**src/rtl/fetch_pkg.sv**
```systemverilog
// Shared types and constants for the instruction-fetch stage.
// The state encoding is only ever used by name.
package fetch_pkg;

    typedef enum logic [1:0] {
        ST_IDLE,
        ST_REQ,
        ST_WAIT,
        ST_HOLD
    } fetch_state_e;

    localparam logic [31:0] PC_INC           = 32'd4;
    localparam logic [31:0] DEFAULT_RESET_PC = 32'h0000_0000;

endpackage

```
**src/rtl/fetch_unit.sv**
```systemverilog
// Instruction-fetch stage: owns the PC, keeps at most one imem request in flight,
// and fills the IF/ID register while obeying the hazard unit's stall and redirect flush.
module fetch_unit
    import fetch_pkg::*;
#(
    parameter logic [31:0] RESET_PC = DEFAULT_RESET_PC
) (
    input  logic        clk,
    input  logic        rst_n,
    input  logic [31:0] pc_next,
    output logic [31:0] pc,
    output logic [31:0] pc_p4,
    output logic        imem_req_valid,
    input  logic        imem_req_ready,
    output logic [31:0] imem_addr,
    input  logic        imem_rsp_valid,
    input  logic [31:0] imem_rsp_data,
    input  logic        stall,
    input  logic        flush,
    output logic        ifid_valid,
    output logic [31:0] ifid_instr,
    output logic [31:0] ifid_pc,
    output logic [31:0] ifid_pcp4
);

    fetch_state_e r_state;
    logic [31:0]  r_pc;
    logic [31:0]  r_skid;
    logic         r_discard;
    logic         r_ifid_valid;
    logic [31:0]  r_ifid_instr;
    logic [31:0]  r_ifid_pc;
    logic [31:0]  r_ifid_pcp4;

    logic [31:0]  w_pc_p4;
    logic         w_req_fire;
    logic         w_deliver;
    logic [31:0]  w_deliver_word;

    assign w_pc_p4    = r_pc + PC_INC;
    assign w_req_fire = imem_req_valid & imem_req_ready;

    // A word reaches IF/ID either straight from memory or from the skid buffer.
    always_comb begin
        // NOTE: every output gets a default first so no path leaves it unassigned (no latch).
        w_deliver      = 1'b0;
        w_deliver_word = imem_rsp_data;
        if (!flush && !stall) begin
            case (r_state)
                ST_WAIT: w_deliver = imem_rsp_valid & ~r_discard;
                ST_HOLD: begin
                    w_deliver      = 1'b1;
                    w_deliver_word = r_skid;
                end
                default: w_deliver = 1'b0;
            endcase
        end
    end

    // NOTE: sequential state uses non-blocking assignments so every register samples pre-edge values.
    always_ff @(posedge clk or negedge rst_n) begin
        if (!rst_n) begin
            r_state      <= ST_IDLE;
            r_pc         <= RESET_PC;
            r_skid       <= '0;
            r_discard    <= 1'b0;
            r_ifid_valid <= 1'b0;
            r_ifid_instr <= '0;
            r_ifid_pc    <= '0;
            r_ifid_pcp4  <= '0;
        end else begin
            if (flush) begin
                r_pc         <= pc_next;
                r_ifid_valid <= 1'b0;
            end else if (!stall) begin
                r_ifid_valid <= w_deliver;
                if (w_deliver) begin
                    r_ifid_instr <= w_deliver_word;
                    r_ifid_pc    <= r_pc;
                    r_ifid_pcp4  <= w_pc_p4;
                    r_pc         <= pc_next;
                end
            end

            case (r_state)
                ST_IDLE: r_state <= ST_REQ;
                ST_REQ: begin
                    if (w_req_fire) r_state <= ST_WAIT;
                end
                ST_WAIT: begin
                    if (imem_rsp_valid) begin
                        r_discard <= 1'b0;
                        if (flush || r_discard || !stall) begin
                            r_state <= ST_REQ;
                        end else begin
                            r_skid  <= imem_rsp_data;
                            r_state <= ST_HOLD;
                        end
                    end else if (flush) begin
                        // The old response is still owed; remember to drop it.
                        r_discard <= 1'b1;
                    end
                end
                ST_HOLD: begin
                    if (flush || !stall) r_state <= ST_REQ;
                end
                default: r_state <= ST_IDLE;
            endcase
        end
    end

    assign pc             = r_pc;
    assign pc_p4          = w_pc_p4;
    assign imem_addr      = r_pc;
    assign imem_req_valid = (r_state == ST_REQ) && !flush;
    assign ifid_valid     = r_ifid_valid;
    assign ifid_instr     = r_ifid_instr;
    assign ifid_pc        = r_ifid_pc;
    assign ifid_pcp4      = r_ifid_pcp4;

endmodule

```
**config.mk**
```make
export PLATFORM = sky130hd
export DESIGN_NAME = fetch_unit
export DESIGN_NICKNAME = d
export VERILOG_FILES = /design/src/rtl/fetch_pkg.sv /design/src/rtl/fetch_unit.sv
export SDC_FILE = /design/constraint.sdc
export NUM_CORES = 1
export LEC_CHECK = 0
export CORE_AREA = 4 4 178 128
export CTS_CLUSTER_DIAMETER = 150
export DETAILED_ROUTE_END_ITERATION = 16
export DIE_AREA = 0 0 182 132
export SKIP_CTS_REPAIR_TIMING = 1
export SLEW_MARGIN = 20
export SYNTH_ARGS = -nofsm -noshare
export SYNTH_HDL_FRONTEND = slang
export SYNTH_SLANG_ARGS = --single-unit
```
**constraint.sdc**
```tcl
create_clock -name clk -period 2.75 [get_ports clk]
set_clock_uncertainty 0.2 [all_clocks]
set_input_delay 0.4125 -clock clk [delete_from_list [all_inputs] [get_ports clk]]
set_output_delay 0.4125 -clock clk [all_outputs]
set_load 0.05 [all_outputs]
```
==> results.md <==
* YS warnings at 0
* Final-report setup violation count at 14
* Routed len/inst at 18.2 um
* Tightest Pin Transition at 0.708 ns
* Setup crit start kind: register
* Residual DRC at 0
* Inst Count DP at 1192
* Share of cells above drive strength 1 at 24.6%
* Final Non-Filler Cells at 1237
* Vias per cell at 4.76
* Synth Net Count at 753
* Clock Tree Buf Depth at 2
* Final Cycle Share at 110%
* Vias in the first global route at 5877
* Final setup margin at -0.287 ns
* CP max-delay cell: dfrtp_2
* Delay of the slowest critical-path stage at 0.45 ns
* CTS tree: done
* Number of synthesized register bits at 162
* Die area at 0.0240 mm2
* Number of max-cap violations at 0
* DRT Pass-1 Iters at 4
* Max-Slew Margin vs Limit at 52.7%
* Port Buffers at 263
* Critical path buffers and inverters at 2
* Critical path peak fanout at 12
* Hold/Removal Path Class: register to register
* Clk Latency, worst-skew pair at 0.42 ns
* Fmax at 329 MHz
* RD Place Congestion at 0.810
* Starting Density at 34.4%
* Root Driver: clkbuf_16
* Max Slew Vio Count at 0
* Critical Setup Path Class: register to output pin
* Core Util, Final at 53.8%
* Die Y at 132 um
* CP delay by family, top: simple AND/OR/NAND/NOR gates
* Via count at 5894
* Post-synthesis cell type count at 39
* Synth top area cells: dfrtp_1 55%, mux2_2 11%, nand2_1 8.1%, mux2i_1 4.4%, buf_4 3.7%
* Leakage at 4.97 nW
* Global-route usage over all layers at 18.4%
* Sequential share of the synthesized area at 55.5%
* Worst EP required at 2.14 ns
* CP most frequent cell: or4_4
* Clock transition at path regs at 0.07 ns
* Fill count at 1896
* CP Cell Sequence: ha_4, nand3_4, or4_4, buf_6, or4_4, nand2_2, buf_12
* Num CTS Buffers at 17
* Min cycle time layout at 3.04 ns
* Yosys top cell area share at 55.5%
* Grt total ovfl at 0
* Avg Inst Size Synth at 10.8 um2
* Syn Std Cell Area at 0.00731 mm2
* Die W at 182 um
* DRT Wirelength at 22500 um
* Failing checks: negative setup slack
* First-pass GRT wire length at 34800 um
* Cell Pwr Density at 1170 mW/mm2
* Rows at 45
* Detail Placement HPWL at 15500 um
* Worst VDD drop at 0.726 mV
* Endpoints failing hold at 0
* CP endpoint kind: output pin
* Htree depth at 4
* Post-Place Worst Slack at -0.0937 ns
* Yosys top cell by area: dfrtp_1
* Post-DRT Antenna Nets at 0
* Synth-to-Final Area Change at 56.1%
* Initial antenna violation count at 0
* RSZ-0062 raised after global routing: true
* CTS sink cnt at 162
* Top Ports at 264
* Final net count at 1015
* Status: finished with violations
* Cells after synthesis at 679
* Largest net degree at the start of global routing at 71
* Initial drt markers at 276
* Critical Path AT at 2.42 ns
* Core box area at 0.0212 mm2
[stage by stage]
| step | hold slack [ns] | TNS, ns | instance area [um2] | total power [mW] |
|---|---|---|---|---|
| 5_1_grt | 0.297 | -3.97 | 11400 | 14.0 |
| 4_1_cts | -0.249 | -5.28 | 11200 | 13.4 |
| 3_3_place_gp | 0.216 | 0 | 10600 | 10.8 |
| 2_1_floorplan | -0.0831 | -0.0350 | 7400 | 8.33 |
| 3_5_place_dp | 0.218 | -2.33 | 10600 | 10.9 |
| 6_report | 0.277 | -2.53 | 11400 | 13.3 |
[Yosys cell counts (all sizes together)]
cell and number:
dfrtp 162, nand2 158, mux2 74, o21ai 48, buf 46, mux2i 32, clkbuf 26, nor2 23
a31oi 15, inv 13, nand4 10, nand3 8, or3 8, xor2 8, or4 7, a21oi 5
nor3 5, o31ai 5, xnor2 5, ha 4, a31o 3, nor4 3, and4 2, a211o 1
a211oi 1, a32o 1, and2 1, nand3b 1, nor4bb 1, o21a 1, o32ai 1, or2 1
[cell usage in the layout, fill, tap and decap left out, drive strengths merged, types with 7 or more instances in the layout]
cell type / instances
mux2i: 32
nor2: 24
nand4: 10
a31oi: 15
nand3: 8
dfrtp: 162
nand2: 158
xor2: 8
or4: 7
clkdlybuf4s50: 233
mux2: 74
clkbuf: 18
or3: 8
buf: 79
o21ai: 48
inv: 19
[layout make-up]
class | count | area, um2 | share of cell area [%]
diodes | 1 | 2.50 | 0.0219
well taps | 282 | 353 | 3.09
multi-input cells | 433 | 3010 | 26.3
flip-flops and latches | 162 | 4070 | 35.7
inverters | 13 | 48.8 | 0.428
clock inverters | 14 | 173 | 1.51
clock buffers | 18 | 439 | 3.85
repair buffers | 314 | 3320 | 29.1
[power by group]
| part | switching (mW) | internal [mW] | leakage (nW) |
|---|---|---|---|
| registers | 0.553 | 3.32 | 2.00 |
| clock network | 1.07 | 1.40 | 0.298 |
| logic | 4.57 | 2.43 | 2.67 |
| total | 6.19 | 7.15 | 4.97 |
[worst min-delay path, stage by stage, from the launching register on]
cell,delay [ns]
dfrtp_1,0.34
nand2_1,0.05
nand2_1,0.05
[path summary, 6_finish.rpt]
| check | from | to | slack [ns] | depth (start not counted) |
|---|---|---|---|---|
| setup / recovery | imem_addr[2] | pc_p4[26] | -0.29 | 7 |
| hold / removal | ifid_pc[4] | ifid_pc[4] | 0.28 | 2 |
| setup reg to reg | r_state[0] | ifid_pcp4[13] | 0.19 | 7 |
| hold reg to reg | ifid_pc[4] | ifid_pc[4] | 0.28 | 2 |
| max in group asynchronous | rst_n | imem_addr[21] | 1.30 | 3 |
| min in group asynchronous | rst_n | ifid_pc[5] | 0.33 | 2 |
[routing by layer]
layer  track usage [%]  part of all wire [%]  up-vias
met1              26.6                    49     2872
met2              25.5                    42      199
li1                  -                     -     2806
met5                 0                     0        -
met3              7.34                   8.3       17
met4              4.71                   1.1        0
[cells by family (layout without fill, tap and decap cells)]
group / after synthesis / in the layout / share of synthesized area, %
simple gates: 228 / 229 / 13.7
flops: 162 / 162 / 55.5
mux: 106 / 106 / 15.8
buf+inv: 85 / 359 / 6.42
compound gates: 81 / 81 / 6.44
xor+xnor: 13 / 13 / 1.56
fa+ha+maj: 4 / 4 / 0.685
other cells: 0 / 1 / 0
[sequential cells by signal, summed over array words and instances, names as in the netlist]
register / flops
r_state: 2
ifid_instr: 32
r_discard: 1
imem_addr: 32
r_skid: 32
ifid_pc: 32
ifid_valid: 1
ifid_pcp4: 30
(Power assumes the default switching activity.)
==> RTL edit: new RTL, same settings <==
Reset style: synchronous (`rst_n`), changed in one clocked block.
--- a/src/rtl/fetch_unit.sv
+++ b/src/rtl/fetch_unit.sv
@@ -59,5 +59,5 @@
 
     // NOTE: sequential state uses non-blocking assignments so every register samples pre-edge values.
-    always_ff @(posedge clk or negedge rst_n) begin
+    always_ff @(posedge clk) begin
         if (!rst_n) begin
             r_state      <= ST_IDLE;
Function: differs if rst_n is asserted again (counterexample within 4 cycles, from zero or initial values and one cycle with rst_n low); with rst_n held inactive, the same outputs for 4 cycles.
==> RTL edit against the unedited design <==
- the run still ends with negative setup slack left
- non-clock buffer count rose by 14
- sequential share of layout area fell by 6.5 points
- area after synthesis fell by 1.6%
- die area did not move
- first-iteration DRC count rose by 68%
- highest routed layer unchanged
- wire length rose by 10%
- setup slack improved by 200 ps
- sequential cell count did not move
- final area fell by 1.1%
Power is not compared: it rests on default switching activity, and its combinational part moved more than twofold at a synthesized area within 25%.
==> RTL edit: results (changes against the unedited design) <==
status finished, violations left; failing checks negative setup slack; routed len/inst 17.7 um (-2.9%); wire length on met1 11,800 um (+6.8%); post-synthesis xor/xnor area fraction 1.58% (+0.025 points); first-pass GRT wire length 39,000 um (+12%); mux share of post-synthesis cell area 4.75% (-11 points); DR top layer met4; Setup Viol. Count Final 5 (-9); met2 usage 29.3% (+3.8 points); Iter 0 DRT Violations 464 (+68%); Slowest cell on crit path or4_4; maximum number of pins on one net before global-route repair 77 (+8.5%); Synth area leaders dfxtp_1, nand2_1, a21oi_1; sequential fraction of the synthesis area 45.1% (-10 points); vias in the first global route 6,775 (+15%); grt met1 use 29.6% (+3.0 points); post-synthesis async set-or-reset flop share 0% (-100 points); Worst-Margin Slew 578 ps (-131 ps); DP Cell Count 1,354 (+14%); # diodes 0 (-1); CP arrival 2220 ps (-200 ps); maximum VDD drop 0.403 mV; DP HPWL 17,300 um (+12%); Synth top cells by count dfxtp_1, nand2_1, a21oi_1, clkbuf_1, o21ai_0; Hold Path Class reg -> reg; final net count 1,186 (+17%); Setup TNS -230 ps (+2300 ps); clock buffer depth 2 (unchanged); commonest non-fill, non-tap cell in the layout clkdlybuf4s50_1; Cell variety after synth 55 (+41%); post-synthesis compound-gate area fraction 19.4% (+13 points); Max Fanout on Critical Path 7 (-5); drt first pass iters 5 (+1); Via Count 7,111 (+21%); met2 routed WL 10,800 um (+15%); Vias per Instance 5.06 (+6.2%); Total GRT Usage 20.1% (+1.7 points); Syn Inst Count 870 (+28%); filler cell count 1,979 (+4.4%); WL met3 2020 um (+7.4%); Synth Flop Type dfxtp_1; Routability Congestion 0.806 (-0.52%); post-route setup slack -83.9 ps (+203 ps); met3 usage 5.38% (-2.0 points); Net Count, Synth 946 (+26%); synthesized-area fraction occupied by adder cells 1.04% (+0.36 points); layout cell share with drive strength beyond 1 18.3% (-6.4 points); Max stage delay on crit path 560 ps (+110 ps)
[RTL edit: changes by cell type after synthesis, sizes merged, moves of 7 or more]
cell and change:
mux2 -73, a211oi +34, nor2 +22, dfrtp -162, o21ai +8, clkbuf +32, o21ba +8, dfxtp +162
nand3 +34, a21oi +96, or3 -7
[RTL edit: stage by stage]
step / instance area [um2] / setup WS, ps / util (%) / total power (uW) / hold slack (ps)
finish: 11300 / -83.9 / 53.2 / 5640 / 253
global route: 11300 / -152 / 53.2 / 5840 / 273
CTS: 10900 / -325 / 51.2 / 5670 / 255
detailed placement: 10300 / 134 / 48.6 / 3380 / 246
global placement: 10300 / 147 / 48.6 / 3370 / 241
floorplan: 7260 / -98.8 / - / 3000 / 236
[RTL edit: where the power goes]
part	switching [uW]	total [uW]	internal (uW)
clock network	1070	2290	1220
logic	553	925	372
registers	40.9	2420	2380
[RTL edit: worst max-delay path: cells and delay by family, from the launching register on]
kind,cells,cell delay (ps)
DFF,1,360
and+or+nand+nor,4,1310
buffers and inverters,1,130
[RTL edit: final timing paths]
path | to | start | cells past startpoint | slack, ps
hold reg to reg | r_skid[23]$_SDFFE_PN0P_ | r_skid[23]$_SDFFE_PN0P_ | 2 | 250
hold / removal | r_skid[23]$_SDFFE_PN0P_ | r_skid[23]$_SDFFE_PN0P_ | 2 | 250
setup reg to reg | ifid_pcp4[9]$_SDFFE_PN0P_ | r_state[0]$_SDFFE_PN0P_ | 7 | 470
setup / recovery | pc_p4[25] | imem_addr[13]$_SDFFE_PN0P_ | 5 | -80
[RTL edit: area by class of cell]
class                   count  share of cell area, %
multi-input cells         589                   32.0
repair buffers            328                   30.3
flip-flops and latches    162                   29.2
clock buffers              19                   3.92
well taps                 282                   3.13
clock inverters            13                   1.03
inverters                  12                  0.421
